**src/rtl/uart_pkg.sv**
```systemverilog
// Shared UART definitions for the receiver and the future transmitter.
//   UART_DATA_BITS : payload bits per frame (8N1)
//   rx_state_t     : receiver FSM state encoding
package uart_pkg;

  localparam int UART_DATA_BITS = 8;

  typedef enum logic [2:0] {
    IDLE,
    START,
    DATA,
    STOP,
    BREAK
  } rx_state_t;

endpackage

```
**src/rtl/bit_synchronizer.sv**
```systemverilog
// Multi-flop synchroniser for a single asynchronous level signal.
// Reusable for rxd, cts and rts crossings.
//   clk   : destination clock
//   reset : synchronous, active-high; loads RESET_VALUE into every stage
//   d     : asynchronous input
//   q     : synchronised output (last stage)
module bit_synchronizer #(
  parameter int   STAGES      = 2,
  parameter logic RESET_VALUE = 1'b1
) (
  input  logic clk,
  input  logic reset,
  input  logic d,
  output logic q
);

  logic [STAGES-1:0] sync;

  always_ff @(posedge clk) begin
    if (reset) begin
      sync <= {STAGES{RESET_VALUE}};
    end else begin
      sync <= {sync[STAGES-2:0], d};
    end
  end

  assign q = sync[STAGES-1];

endmodule

```
**src/rtl/uart_receiver.sv**
```systemverilog
// UART receiver, 8N1, LSB first. Feeds the controller's receive FIFO.
//   clk           : system clock
//   reset         : synchronous, active-high
//   rxd           : asynchronous serial line, idle high
//   data          : last correctly received byte, held between ok strobes
//   ok            : one-cycle strobe, data valid in the same cycle
//   waiting       : high while idle and hunting for a start bit
//   framing_error : one-cycle strobe when the stop bit samples low
//
// Output handshake: ok is a pure strobe with no back-pressure; the consumer
// must capture data in the cycle ok is high. framing_error never coincides
// with ok, and data is left untouched on a framing error.
module uart_receiver
  import uart_pkg::*;
#(
  parameter int CLK_PER_BIT = 868,
  parameter int SYNC_STAGES = 2
) (
  input  logic       clk,
  input  logic       reset,
  input  logic       rxd,
  output logic [7:0] data,
  output logic       ok,
  output logic       waiting,
  output logic       framing_error
);

  localparam int CNT_W = $clog2(CLK_PER_BIT);
  localparam logic [CNT_W-1:0] HALF_LAST = CNT_W'(CLK_PER_BIT / 2 - 1);
  localparam logic [CNT_W-1:0] BIT_LAST  = CNT_W'(CLK_PER_BIT - 1);
  localparam logic [2:0]       LAST_IDX  = 3'(UART_DATA_BITS - 1);

  logic rx_s;

  bit_synchronizer #(
    .STAGES      (SYNC_STAGES),
    .RESET_VALUE (1'b1)
  ) u_rx_sync (
    .clk   (clk),
    .reset (reset),
    .d     (rxd),
    .q     (rx_s)
  );

  rx_state_t                 state_q, state_d;
  logic [CNT_W-1:0]          cnt_q, cnt_d;
  logic [2:0]                idx_q, idx_d;
  logic [UART_DATA_BITS-1:0] shift_q, shift_d;
  logic [7:0]                data_d;
  logic                      ok_d, fe_d;

  always_ff @(posedge clk) begin
    if (reset) begin
      state_q       <= IDLE;
      cnt_q         <= '0;
      idx_q         <= '0;
      shift_q       <= '0;
      data          <= 8'h00;
      ok            <= 1'b0;
      framing_error <= 1'b0;
    end else begin
      state_q       <= state_d;
      cnt_q         <= cnt_d;
      idx_q         <= idx_d;
      shift_q       <= shift_d;
      data          <= data_d;
      ok            <= ok_d;
      framing_error <= fe_d;
    end
  end

  always_comb begin
    state_d = state_q;
    cnt_d   = cnt_q;
    idx_d   = idx_q;
    shift_d = shift_q;
    data_d  = data;
    ok_d    = 1'b0;
    fe_d    = 1'b0;

    case (state_q)
      IDLE: begin
        if (!rx_s) begin
          cnt_d   = '0;
          state_d = START;
        end
      end

      // Wait half a bit so every later sample lands mid-bit; a line that is
      // high again by then was only a glitch.
      START: begin
        if (cnt_q == HALF_LAST) begin
          cnt_d = '0;
          if (!rx_s) begin
            idx_d   = '0;
            state_d = DATA;
          end else begin
            state_d = IDLE;
          end
        end else begin
          cnt_d = cnt_q + 1'b1;
        end
      end

      DATA: begin
        if (cnt_q == BIT_LAST) begin
          cnt_d          = '0;
          shift_d[idx_q] = rx_s;
          if (idx_q == LAST_IDX) begin
            state_d = STOP;
          end else begin
            idx_d = idx_q + 3'd1;
          end
        end else begin
          cnt_d = cnt_q + 1'b1;
        end
      end

      // Leaving at the middle of the stop bit gives half a bit of slack to
      // catch a start edge that immediately follows.
      STOP: begin
        if (cnt_q == BIT_LAST) begin
          cnt_d = '0;
          if (rx_s) begin
            data_d  = shift_q;
            ok_d    = 1'b1;
            state_d = IDLE;
          end else begin
            fe_d    = 1'b1;
            state_d = BREAK;
          end
        end else begin
          cnt_d = cnt_q + 1'b1;
        end
      end

      // Line held low after a bad stop bit: wait for it to return high so a
      // long break yields a single framing error and no phantom bytes.
      BREAK: begin
        if (rx_s) begin
          state_d = IDLE;
        end
      end

      default: begin
        state_d = IDLE;
      end
    endcase
  end

  assign waiting = (state_q == IDLE);

endmodule
```
**config.mk**
```make
export PLATFORM = sky130hd
export DESIGN_NAME = uart_receiver
export DESIGN_NICKNAME = d
export VERILOG_FILES = /design/src/rtl/uart_pkg.sv /design/src/rtl/bit_synchronizer.sv /design/src/rtl/uart_receiver.sv
export SDC_FILE = /design/constraint.sdc
export NUM_CORES = 1
export LEC_CHECK = 0
export ABC_AREA = 1
export CAP_MARGIN = 20
export CORE_UTILIZATION = 45
export DETAILED_ROUTE_END_ITERATION = 10
export SLEW_MARGIN = 0
export SYNTH_ARGS = -nofsm -noshare
export SYNTH_HDL_FRONTEND = slang
export SYNTH_SLANG_ARGS = --single-unit
```
**constraint.sdc**
```tcl
create_clock -name clk -period 1.7 [get_ports clk]
set_input_delay 0.34 -clock clk [delete_from_list [all_inputs] [get_ports clk]]
set_output_delay 0.34 -clock clk [all_outputs]
set_load 0.02 [all_outputs]
```
## Word level (Yosys, flattened, before mapping)

Cells that the tools add are included.

- Reductions and logical operators: 11
- Eq/ne operators: 15
- Muxes and demuxes: 23
- $add $sub $neg: 2
- Bitwise operators: 2
- Order comparisons: 2

Operator list:

| operator | count |
|---|---|
| 2-to-1 mux 3 bit | 11 |
| 2-to-1 mux 10 bit | 3 |
| case mux 10 bit (3 select lines) | 1 |
| case mux 3 bit (5 select lines) | 1 |
| inequality test 2 bit, second input constant | 7 |
| adder 10 x 1 -> 10 bit, second input constant | 1 |
| == test 10 bit, second input constant | 1 |
| == test 10 x 9 -> 1 bit, second input constant | 1 |
| bitwise mux 8 bit | 1 |
| == test 3 x 2 -> 1 bit, second input constant | 2 |
| == test 3 bit, second input constant | 2 |
| case mux 3 bit (2 select lines) | 1 |
| AND reduction 6 bit | 1 |
| AND reduction 5 bit | 1 |
| less-than comparator 3 x 4 -> 1 bit, second input constant | 1 |
| AND reduction 2 bit | 2 |
| adder 3 x 1 -> 3 bit, second input constant | 1 |
| demux 1 bit (select 3 bit) | 1 |
| == test 3 x 1 -> 1 bit, second input constant | 1 |
| greater-or-equal comparator 3 x 1 -> 1 bit, second input constant | 1 |
| logical NOT 3 bit | 1 |
| 2-to-1 mux 1 bit | 3 |
| AND reduction 3 bit | 1 |
| nonzero test 3 bit | 1 |
| other kinds (7) | 8 |

- Word-level logic and storage cells: 63
- Bits of input ports: 3
- Bits in registers: 36
- Output and inout port bits: 11

## Logic depth before layout (Yosys ltp)

Gate-level depths: netlist (run 1).

- Depth in word-level cells: 5
- Mapped depth: 10

## By module

Synthesis (run 1) repeated with hierarchy kept, for this count alone.

- Cell total of the unflattened synthesis: 269
- Area total of the unflattened synthesis: 1928.1 um^2

Modules (own cells, without submodules):

| module | instances | area each (um^2) | seq. area each (um^2) | cells each |
|---|---|---|---|---|
| uart_receiver | 1 | 1869.3 | 680.7 | 262 |
| bit_synchronizer | 1 | 58.8 | 40.0 | 7 |

## Worst setup path after synthesis (run 1)

OpenSTA, ideal clock, no wires.

- Path kind: flip-flop to flip-flop
- Start: reg cnt_q[0]
- End: reg data[0]
- Buffers on the path: 0
- Slack: 0.261 ns
- Stages on the path, launching flop included: 7
- Data arrival time: 1.323 ns
- Path through: dfxtp_1 ha_1 nand3_2 nor3_4 nand3_2 nor2_1 nor2_1

- Longest elaborated chain between the ends: 2

Ends and longest elaborated chain:

| what | RTL line | source |
|---|---|---|
| start: declaration | uart_receiver.sv:46 | `logic [CNT_W-1:0] cnt_q, cnt_d;` |
| start signal: assignment | uart_receiver.sv:63 | `cnt_q <= cnt_d;` |
| == test 10 bit | uart_receiver.sv:122 | `if (cnt_q == BIT_LAST) begin` |
| AND reduction 3 bit (no source line) | - |  |
| end signal: assignment | uart_receiver.sv:66 | `data <= data_d;` |
| end: declaration | uart_receiver.sv:22 | `output logic [7:0] data,` |

Every way passes these cells.
A chain may end at the register's enable or synchronous reset.

## Final worst setup path (run 1)

- Start: reg state_q[1]
- End: out waiting

- Longest elaborated chain between the ends: 1

Ends and longest elaborated chain:

| what | RTL line | source |
|---|---|---|
| start: declaration | uart_receiver.sv:45 | `rx_state_t state_q, state_d;` |
| start signal: assignment | uart_receiver.sv:62 | `state_q <= state_d;` |
| logical NOT 3 bit | uart_receiver.sv:151 | `assign waiting = (state_q == IDLE);` |
| end: declaration | uart_receiver.sv:24 | `output logic waiting,` |

Every way passes these cells.

==> results of run 1 <==
-- cells in the mapped netlist --
cell,count,area [µm²]
nor2_1,64,240
o21ai_0,12,60.1
inv_1,35,131
nand3_2,3,30.0
nand3_4,1,17.5
nand2_2,7,43.8
nand2_1,53,199
nor2_4,2,22.5
nor2_2,3,18.8
nor3_1,17,85.1
dfxtp_1,36,721
nor3_2,1,10.0
nor3_4,1,16.3
a21o_1,1,7.51
o21ai_4,1,16.3
clkbuf_1,3,11.3
xor2_1,1,8.76
nand4_1,8,50.1
nand2_4,2,22.5
clkbuf_2,1,5.00
or2_2,3,18.8
inv_2,2,7.51
ha_1,5,62.6
nand3b_1,4,30.0
or2_1,1,6.26
nand3_1,15,75.1
a21oi_1,1,5.00
o21ai_1,1,5.00
-- layer usage --
metal / global-route usage, % / up-vias / wire length (µm)
li1: - / 948 / -
met1: 27.9 / 773 / 2080
met2: 30.4 / 30 / 1830
met3: 4.05 / 5 / 134
met4: 8.78 / 0 / 59
met5: 0 / - / 0
-- power by group through the flow --
stage / combinational [mW] / sequential (mW) / clock, mW
CTS: 1.14 / 0.979 / 0.771
finish: 1.17 / 0.986 / 0.756
detailed placement: 1.14 / 0.999 / 0
floorplan: 0.854 / 1.01 / 0
global route: 1.32 / 0.994 / 0.801
global placement: 1.14 / 0.999 / 0
-- logic make-up after synthesis --
logic type / share of synthesized area (%)
AND/OR/NAND/NOR: 46.0
adder cells (fa/ha/maj): 3.25
flip-flops: 37.4
buffers and inverters: 8.05
XOR/XNOR: 0.455
AO/OA/AOI/OAI: 4.87
-- worst paths after layout --
check | start | to | slack (ns) | depth (start not counted)
max | state_q[1]$_SDFFE_PP0P_ | waiting | 0.06 | 4
min | u_rx_sync.sync[0]$_SDFF_PP1_ | u_rx_sync.sync[1]$_SDFF_PP1_ | 0.42 | 1
max reg2reg | cnt_q[0]$_SDFFE_PP0P_ | data[3]$_SDFFE_PP0P_ | 0.16 | 7
min reg2reg | u_rx_sync.sync[0]$_SDFF_PP1_ | u_rx_sync.sync[1]$_SDFF_PP1_ | 0.42 | 1
-- worst max-delay path, stage by stage (launching register included) --
cell	delay [ns]
dfxtp_1	0.44
inv_1	0.11
nand2_1	0.10
inv_1	0.04
dlygate4sd2_1	0.31
-- final cells by class --
type | instances | area, µm² | share of cell area (%)
multi-input cells | 207 | 1070 | 46.6
flip-flops and latches | 36 | 721 | 31.5
repair buffers | 21 | 189 | 8.25
inverters | 37 | 139 | 6.06
clock buffers | 5 | 68.8 | 3.00
well taps | 50 | 62.6 | 2.73
clock inverters | 3 | 42.5 | 1.86
-- cell usage in the layout, fill, tap and decap left out, types with 3 or more instances in the layout --
master           instances
nor3_1                  17
nand2_4                  3
nand2_1                 53
nor2_1                  62
dfxtp_1                 36
or2_2                    3
buf_4                    8
nand3_1                 15
nor2_2                   5
o21ai_0                 12
nand4_1                  8
clkbuf_8                 5
nand2_2                  6
nand3b_1                 4
inv_1                   35
ha_1                     5
clkdlybuf4s50_1         12
-- repair_timing --
action | CTS | global route
pin swaps | 0 | 1
endpoints found under the hold margin | 0 | 0
setup buffers | 0 | 1
resized for setup | 1 | 4
gates cloned | 0 | 0
endpoints found under the setup margin | 1 | 13
-- registers in the layout (all words and copies together) (netlist names) --
register,flops
state_q,3
u_rx_sync.sync,2
shift_q,8
idx_q,3
data,8
ok,1
cnt_q,10
framing_error,1
-- stage by stage --
step / total power, mW / std cells / utilization [%] / area [µm²]
3_5_place_dp: 2.14 / 350 / 53.1 / 2160
2_1_floorplan: 1.86 / 284 / - / 1930
6_report: 2.91 / 359 / 56.5 / 2290
4_1_cts: 2.89 / 358 / 55.8 / 2270
3_3_place_gp: 2.14 / 350 / 53.1 / 2160
5_1_grt: 3.11 / 359 / 56.5 / 2290
==> impl_metrics.toml, run 1 <==
[run_status]
outcome = "finished clean"

[route]
totalWireLength_um = 4100
ant_nets = 0
vias = 1756
wl_per_cell_um = 11.4
avgViaCountPerCell = 4.89
drt-initial-drc-count = 80
drt-pass1-iter-count = 4
drc = 0

[global_routing]
gr-total-overflow = 0
grt_antenna_before_repair = 0
first_global_vias = 1506
grt_pass1_wl_um = 6780
grt_usage_pct = 20.3
grt_max_degree = 19

[sta]
tns_ns = 0
period_share_pct = 96.2
hold_viol_final = 0
min_period_ns = 1.64
hold_ws_ns = 0.416
slew_violations = 0
rsz0062_at_grt = "no"
finalSetupViolations = 0
maxSlewHeadroom_pct = 77.6
finClkSkew_ns = 0.00751
fin_ws_ns = 0.0643
fmax_mhz = 611
worst_slew_pin_slew_ns = 0.335

[clock_network]
cts_buffers = 5
cts_tree = "done"
root_buffer = "clkbuf_8"
clockBufferDepth = 2
clock_latency_ns = 0.30
clkSinkCount = 36
ctsHoldBuffers = 0
clkSlewWorstSetupHoldPaths_ns = 0.07
cts_htree_levels = 2

[critical_path]
cp.required_ns = 1.36
path_max_fanout = 6
endpoint_kind = "output pin"
cp_data_arrival_time_ns = 1.30
worstSetupPathType = "register to output pin"
crit_path_start_kind = "register"

[placement]
port-buffer-count = 13
dp_hpwl_um = 3010
place_congestion = 0.813
dp_slack_ns = 0.0569

[synthesis]
ys_ff_latch = 36
syn_inst = 284
avgSynthCellArea_um2 = 6.78
netlist_area_mm2 = 0.00193
seq_area_frac_synth_pct = 37.4
synth_cell_type_count = 28
ys.warnings.count = 0
syn_nets = 292

[pwr]
vdd_ir_drop_max_mv = 1.08
power_density_mw_per_mm2 = 1270
power_frac_comb_pct = 40.1
p_switching_mw = 1.15
clkPwrFrac_pct = 26.0
seqPwrFrac_pct = 33.9
leakage_nw = 1.01
internal_power_mw = 1.76
swShare_pct = 39.6

[hold_path]
hold_class = "register to register"

[flow_run]
cap_viol_max_count = 0

[final_layout]
fillers = 412
diodes = 0
fin_nets = 316
drive_gt1_share_pct = 14.2
area_growth_pct = 18.9

[floorplan]
die_h_um = 67.4
num_rows = 23
start_util_pct = 47.5
fp.dieW_um = 67.4
ios = 14
coreArea_mm2 = 0.00406
die_area_mm2 = 0.00455
No activity file was read; power rests on OpenSTA's default activity.
==> inputs of run 2 (changes only) <==
--- a/config.mk
+++ b/config.mk
@@ -8,6 +8,7 @@
 export ABC_AREA = 1
 export CAP_MARGIN = 20
 export CORE_UTILIZATION = 45
+export CTS_BUF_LIST = sky130_fd_sc_hd__clkbuf_4
 export DETAILED_ROUTE_END_ITERATION = 10
 export SLEW_MARGIN = 0
 export SYNTH_ARGS = -nofsm -noshare
==> impl_metrics.toml, run 2 (synthesis gave the netlist of run 1 again) <==
[final_layout]
largest_reg_flops = 10
final_cells = 359
fin_nets = 316
area_growth_pct = 17.1
final_util_pct = 55.6
drive_gt1_share_pct = 14.6
reg_top3 = "cnt_q x10, data x8, shift_q x8"
final_common_cell = "nor2_1"
fillers = 417
largest-register = "cnt_q"
final_cell_mix = "62 x nor2_1, 53 x nand2_1, 36 x dfxtp_1"
diodes = 0

[critical_path]
startpoint = "data[5]$_SDFFE_PP0P_"
path_max_fanout = 2
worstSetupPathType = "register to output pin"
rr_startpoint = "cnt_q[0]$_SDFFE_PP0P_"
path_cells = "clkdlybuf4s50_1"
cp.required_ns = 1.36
crit_buf_inv = 1
slowest_delay_ns = 0.60
endpoint_kind = "output pin"
crit_path_start_kind = "register"
critPathTopFamily = "buffers and inverters"
cp_data_arrival_time_ns = 1.29
cp_slowest_cell = "clkdlybuf4s50_1"

[floorplan]
die_area_mm2 = 0.00455
coreArea_mm2 = 0.00406
die_h_um = 67.4
start_util_pct = 47.5
fp.dieW_um = 67.4
ios = 14
num_rows = 23

[route]
drt-pass1-iter-count = 4
drc = 0
vias = 1767
avgViaCountPerCell = 4.92
ant_nets = 0
totalWireLength_um = 4010
drt-initial-drc-count = 92
wl_per_cell_um = 11.2

[clock_network]
clkSlewWorstSetupHoldPaths_ns = 0.11
cts_htree_levels = 2
clock_latency_ns = 0.35
clockBufferDepth = 2
root_buffer = "clkbuf_4"
cts_tree = "done"
clkSinkCount = 36
cts_buffers = 5

[global_routing]
gr-total-overflow = 0
grt_usage_pct = 19.7
grt_antenna_before_repair = 0
grt_pass1_wl_um = 6670
grt_max_degree = 19
first_global_vias = 1495

[flow_run]
cap_viol_max_count = 0

[placement]
dp_hpwl_um = 3010
place_congestion = 0.813
place_inst = 350
port-buffer-count = 13

[sta]
finalSetupViolations = 0
hold_ws_ns = 0.426
slew_violations = 0
min_period_ns = 1.63
period_share_pct = 95.6
fmax_mhz = 615
worst_slew_pin_slew_ns = 0.335
tns_ns = 0
hold_viol_final = 0
rsz0062_at_grt = "no"
maxSlewHeadroom_pct = 77.6
finClkSkew_ns = 0.0128

[pwr]
power_density_mw_per_mm2 = 1220
leakage_nw = 0.998
power.total_mw = 2.75
vdd_ir_drop_max_mv = 0.843

[hold_path]
hp-start = "u_rx_sync.sync[0]$_SDFF_PP1_"
hold_class = "register to register"

[run_status]
outcome = "finished clean"
run 2: what timing repair did:
| item | CTS | global route |
|---|---|---|
| gates resized for setup | 2 | 5 |
| hold buffers | 0 | 0 |
| pin swaps | 0 | 1 |
| setup buffers | 0 | 1 |
| setup endpoints to repair | 1 | 10 |
| cloned | 0 | 0 |
| hold endpoints to repair | 0 | 0 |
run 2: routing by layer:
metal,vias up,track usage [%],share of wire (%)
met4,0,7.18,1.4
li1,949,-,-
met1,789,27.2,52
met3,6,4.05,2.6
met2,23,30.1,44
met5,-,0,0
run 2: area by class of cell:
| class | instances | area (µm²) | share of cell area, % |
|---|---|---|---|
| Sequential cell | 36 | 721 | 31.9 |
| Tap cell | 50 | 62.6 | 2.77 |
| Clock inverter | 3 | 42.5 | 1.89 |
| Timing Repair Buffer | 21 | 185 | 8.21 |
| Inverter | 37 | 139 | 6.16 |
| Multi-Input combinational cell | 207 | 1070 | 47.4 |
| Clock buffer | 5 | 37.5 | 1.66 |
run 2: stage by stage:
stage,worst slack (ns),area [µm²]
after CTS,0.0220,2240
final,0.0743,2260
after global placement,0.109,2160
after detailed placement,0.0569,2160
after global routing,0.0224,2260
after floorplan,0.261,1930
run 2: final timing paths:
| check | to | slack, ns | cells past startpoint |
|---|---|---|---|
| worst max-delay path | data[5] | 0.07 | 1 |
| worst min-delay path | u_rx_sync.sync[1]$_SDFF_PP1_ | 0.43 | 1 |
| worst min register to register | u_rx_sync.sync[1]$_SDFF_PP1_ | 0.43 | 1 |
| worst max register to register | data[4]$_SDFFE_PP0P_ | 0.15 | 7 |
run 2: power by group:
| part | switching, mW | total (mW) | internal (mW) |
|---|---|---|---|
| clock network | 0.297 | 0.604 | 0.307 |
| logic | 0.760 | 1.16 | 0.398 |
| registers | 0.0659 | 0.985 | 0.919 |
| total | 1.12 | 2.75 | 1.62 |
==> inputs of run 3 (changes only) <==
--- a/config.mk
+++ b/config.mk
@@ -7,7 +7,7 @@
 export LEC_CHECK = 0
 export ABC_AREA = 1
 export CAP_MARGIN = 20
-export CORE_UTILIZATION = 45
+export CORE_UTILIZATION = 25
 export CTS_BUF_LIST = sky130_fd_sc_hd__clkbuf_4
 export DETAILED_ROUTE_END_ITERATION = 10
 export SLEW_MARGIN = 0
==> impl_metrics.toml, run 3 (synthesis gave the netlist of run 1 again) <==
[sta]
fmax_mhz = 609
finalSetupViolations = 0
worst_slew_pin_slew_ns = 0.347
slew_violations = 0
min_period_ns = 1.64
rsz0062_at_grt = "no"
tns_ns = 0
maxSlewHeadroom_pct = 76.8
hold_viol_final = 0
fin_ws_ns = 0.0578
finClkSkew_ns = 0.0139
period_share_pct = 96.6

[pwr]
p_switching_mw = 1.13
swShare_pct = 40.9
leakage_nw = 1.06
internal_power_mw = 1.64
power.total_mw = 2.77
power_frac_comb_pct = 41.4
power_density_mw_per_mm2 = 1180
clkPwrFrac_pct = 22.8
vdd_ir_drop_max_mv = 0.502
seqPwrFrac_pct = 35.8

[final_layout]
final_cell_mix = "63 x nor2_1, 53 x nand2_1, 34 x inv_1"
final_common_cell = "nor2_1"
largest-register = "cnt_q"
final_cells = 408
area_growth_pct = 21.6
diodes = 0
largest_reg_flops = 10
reg_top3 = "cnt_q x10, data x8, shift_q x8"
drive_gt1_share_pct = 15.5
fin_nets = 316
final_util_pct = 31.8

[placement]
dp_hpwl_um = 3010
place_inst = 399
dp_slack_ns = 0.156
port-buffer-count = 13
place_congestion = 0.814

[clock_network]
clkSlewWorstSetupHoldPaths_ns = 0.13
cts_htree_levels = 2
root_buffer = "clkbuf_4"
clkSinkCount = 36
cts_buffers = 5
cts_tree = "done"
clock_latency_ns = 0.35
clockBufferDepth = 2

[route]
wl_per_cell_um = 10.2
drc = 0
ant_nets = 0
drt-initial-drc-count = 130
vias = 1718
avgViaCountPerCell = 4.21
drt-pass1-iter-count = 4
totalWireLength_um = 4140

[critical_path]
path_cells = "clkdlybuf4s50_1"
path_depth = 1
rr_worst_depth = 7
slowest_delay_ns = 0.60
rr_startpoint = "cnt_q[0]$_SDFFE_PP0P_"
worstReg2RegEnd = "shift_q[7]$_SDFFE_PP0P_"
worstSetupPathType = "register to output pin"
endpoint_kind = "output pin"
path_max_fanout = 2
cp_data_arrival_time_ns = 1.30
crit_end = "data[5]"
cp.required_ns = 1.36
crit_buf_inv = 1
cp_slowest_cell = "clkdlybuf4s50_1"
reg2reg_slack_ns = 0.14
startpoint = "data[5]$_SDFFE_PP0P_"
critPathTopFamily = "buffers and inverters"
crit_path_start_kind = "register"

[global_routing]
grt_max_degree = 25
gr-total-overflow = 0
grt_pass1_wl_um = 7580
grt_antenna_before_repair = 0
grt_usage_pct = 11.3
first_global_vias = 1652

[floorplan]
start_util_pct = 26.1
die_h_um = 89.8
num_rows = 31
fp.dieW_um = 89.8
ios = 14
die_area_mm2 = 0.00806
coreArea_mm2 = 0.00737

[run_status]
outcome = "finished clean"

[hold_path]
hold_class = "register to register"

[flow_run]
cap_viol_max_count = 0
run 3: cell count changes in the layout (fill, tap and decap cells not counted), moves of 2 or more:
cell,delta
dfxtp_1,-3
clkdlybuf4s50_1,-3
dlymetal6s2s_1,+3
dfxtp_2,+3
nor2_2,-2
run 3: how the worst min path moves through the flow:
stage,slack [ns],depth (start not counted),start,end
6_report,0.44,1,u_rx_sync.sync[0]$_SDFF_PP1_,u_rx_sync.sync[1]$_SDFF_PP1_
4_1_cts,0.44,1,u_rx_sync.sync[0]$_SDFF_PP1_,u_rx_sync.sync[1]$_SDFF_PP1_
3_3_place_gp,0.41,1,u_rx_sync.sync[0]$_SDFF_PP1_,u_rx_sync.sync[1]$_SDFF_PP1_
2_1_floorplan,0.39,1,u_rx_sync.sync[0]$_SDFF_PP1_,u_rx_sync.sync[1]$_SDFF_PP1_
3_5_place_dp,0.39,1,u_rx_sync.sync[0]$_SDFF_PP1_,u_rx_sync.sync[1]$_SDFF_PP1_
5_1_grt,0.44,1,u_rx_sync.sync[0]$_SDFF_PP1_,u_rx_sync.sync[1]$_SDFF_PP1_
run 3: timing repair:
| item | in CTS | in global routing |
|---|---|---|
| hold buffers | 0 | 0 |
| gates resized for setup | 2 | 12 |
| setup buffers | 0 | 1 |
| endpoints found under the setup margin | 1 | 18 |
| pin swaps | 0 | 1 |
run 3: worst register-to-register path, cell delays in order (launching register included):
cell      delay [ns]
dfxtp_1         0.37
ha_1            0.22
nand3_2         0.13
nor3_4          0.30
buf_4           0.18
nand3b_1        0.10
nor2_1          0.11
nor2_1          0.05
run 3: layer usage:
metal / wire [µm] / vias up / global-route usage, %
met1: 2240 / 748 / 16.2
met4: 34 / 0 / 4.10
met5: 0 / - / 0
met3: 108 / 4 / 1.78
li1: - / 943 / -
met2: 1760 / 23 / 17.1
run 3: final cells by class:
| class | count | area (µm²) |
|---|---|---|
| clock buffer | 5 | 37.5 |
| clock inverter | 3 | 42.5 |
| fill | 795 | 5030 |
| inverter | 37 | 139 |
| multi-input combinational | 207 | 1070 |
| sequential | 36 | 724 |
| tap | 99 | 124 |
| timing repair buffer | 21 | 205 |
run 3: power groups by stage:
stage | Combinational [mW] | Sequential, mW | Clock [mW]
after CTS | 1.13 | 0.993 | 0.649
after global routing | 1.32 | 1.00 | 0.677
after global placement | 1.14 | 1.01 | 0
after detailed placement | 1.15 | 1.01 | 0
after floorplan | 0.854 | 1.01 | 0
final | 1.15 | 0.994 | 0.630
run 3: per-stage QoR:
stage                     hold slack, ns  area, µm²
after global routing               0.443       2340
after detailed placement           0.394       2230
final                              0.438       2340
after floorplan                    0.389       1930
after CTS                          0.438       2310
after global placement             0.410       2230
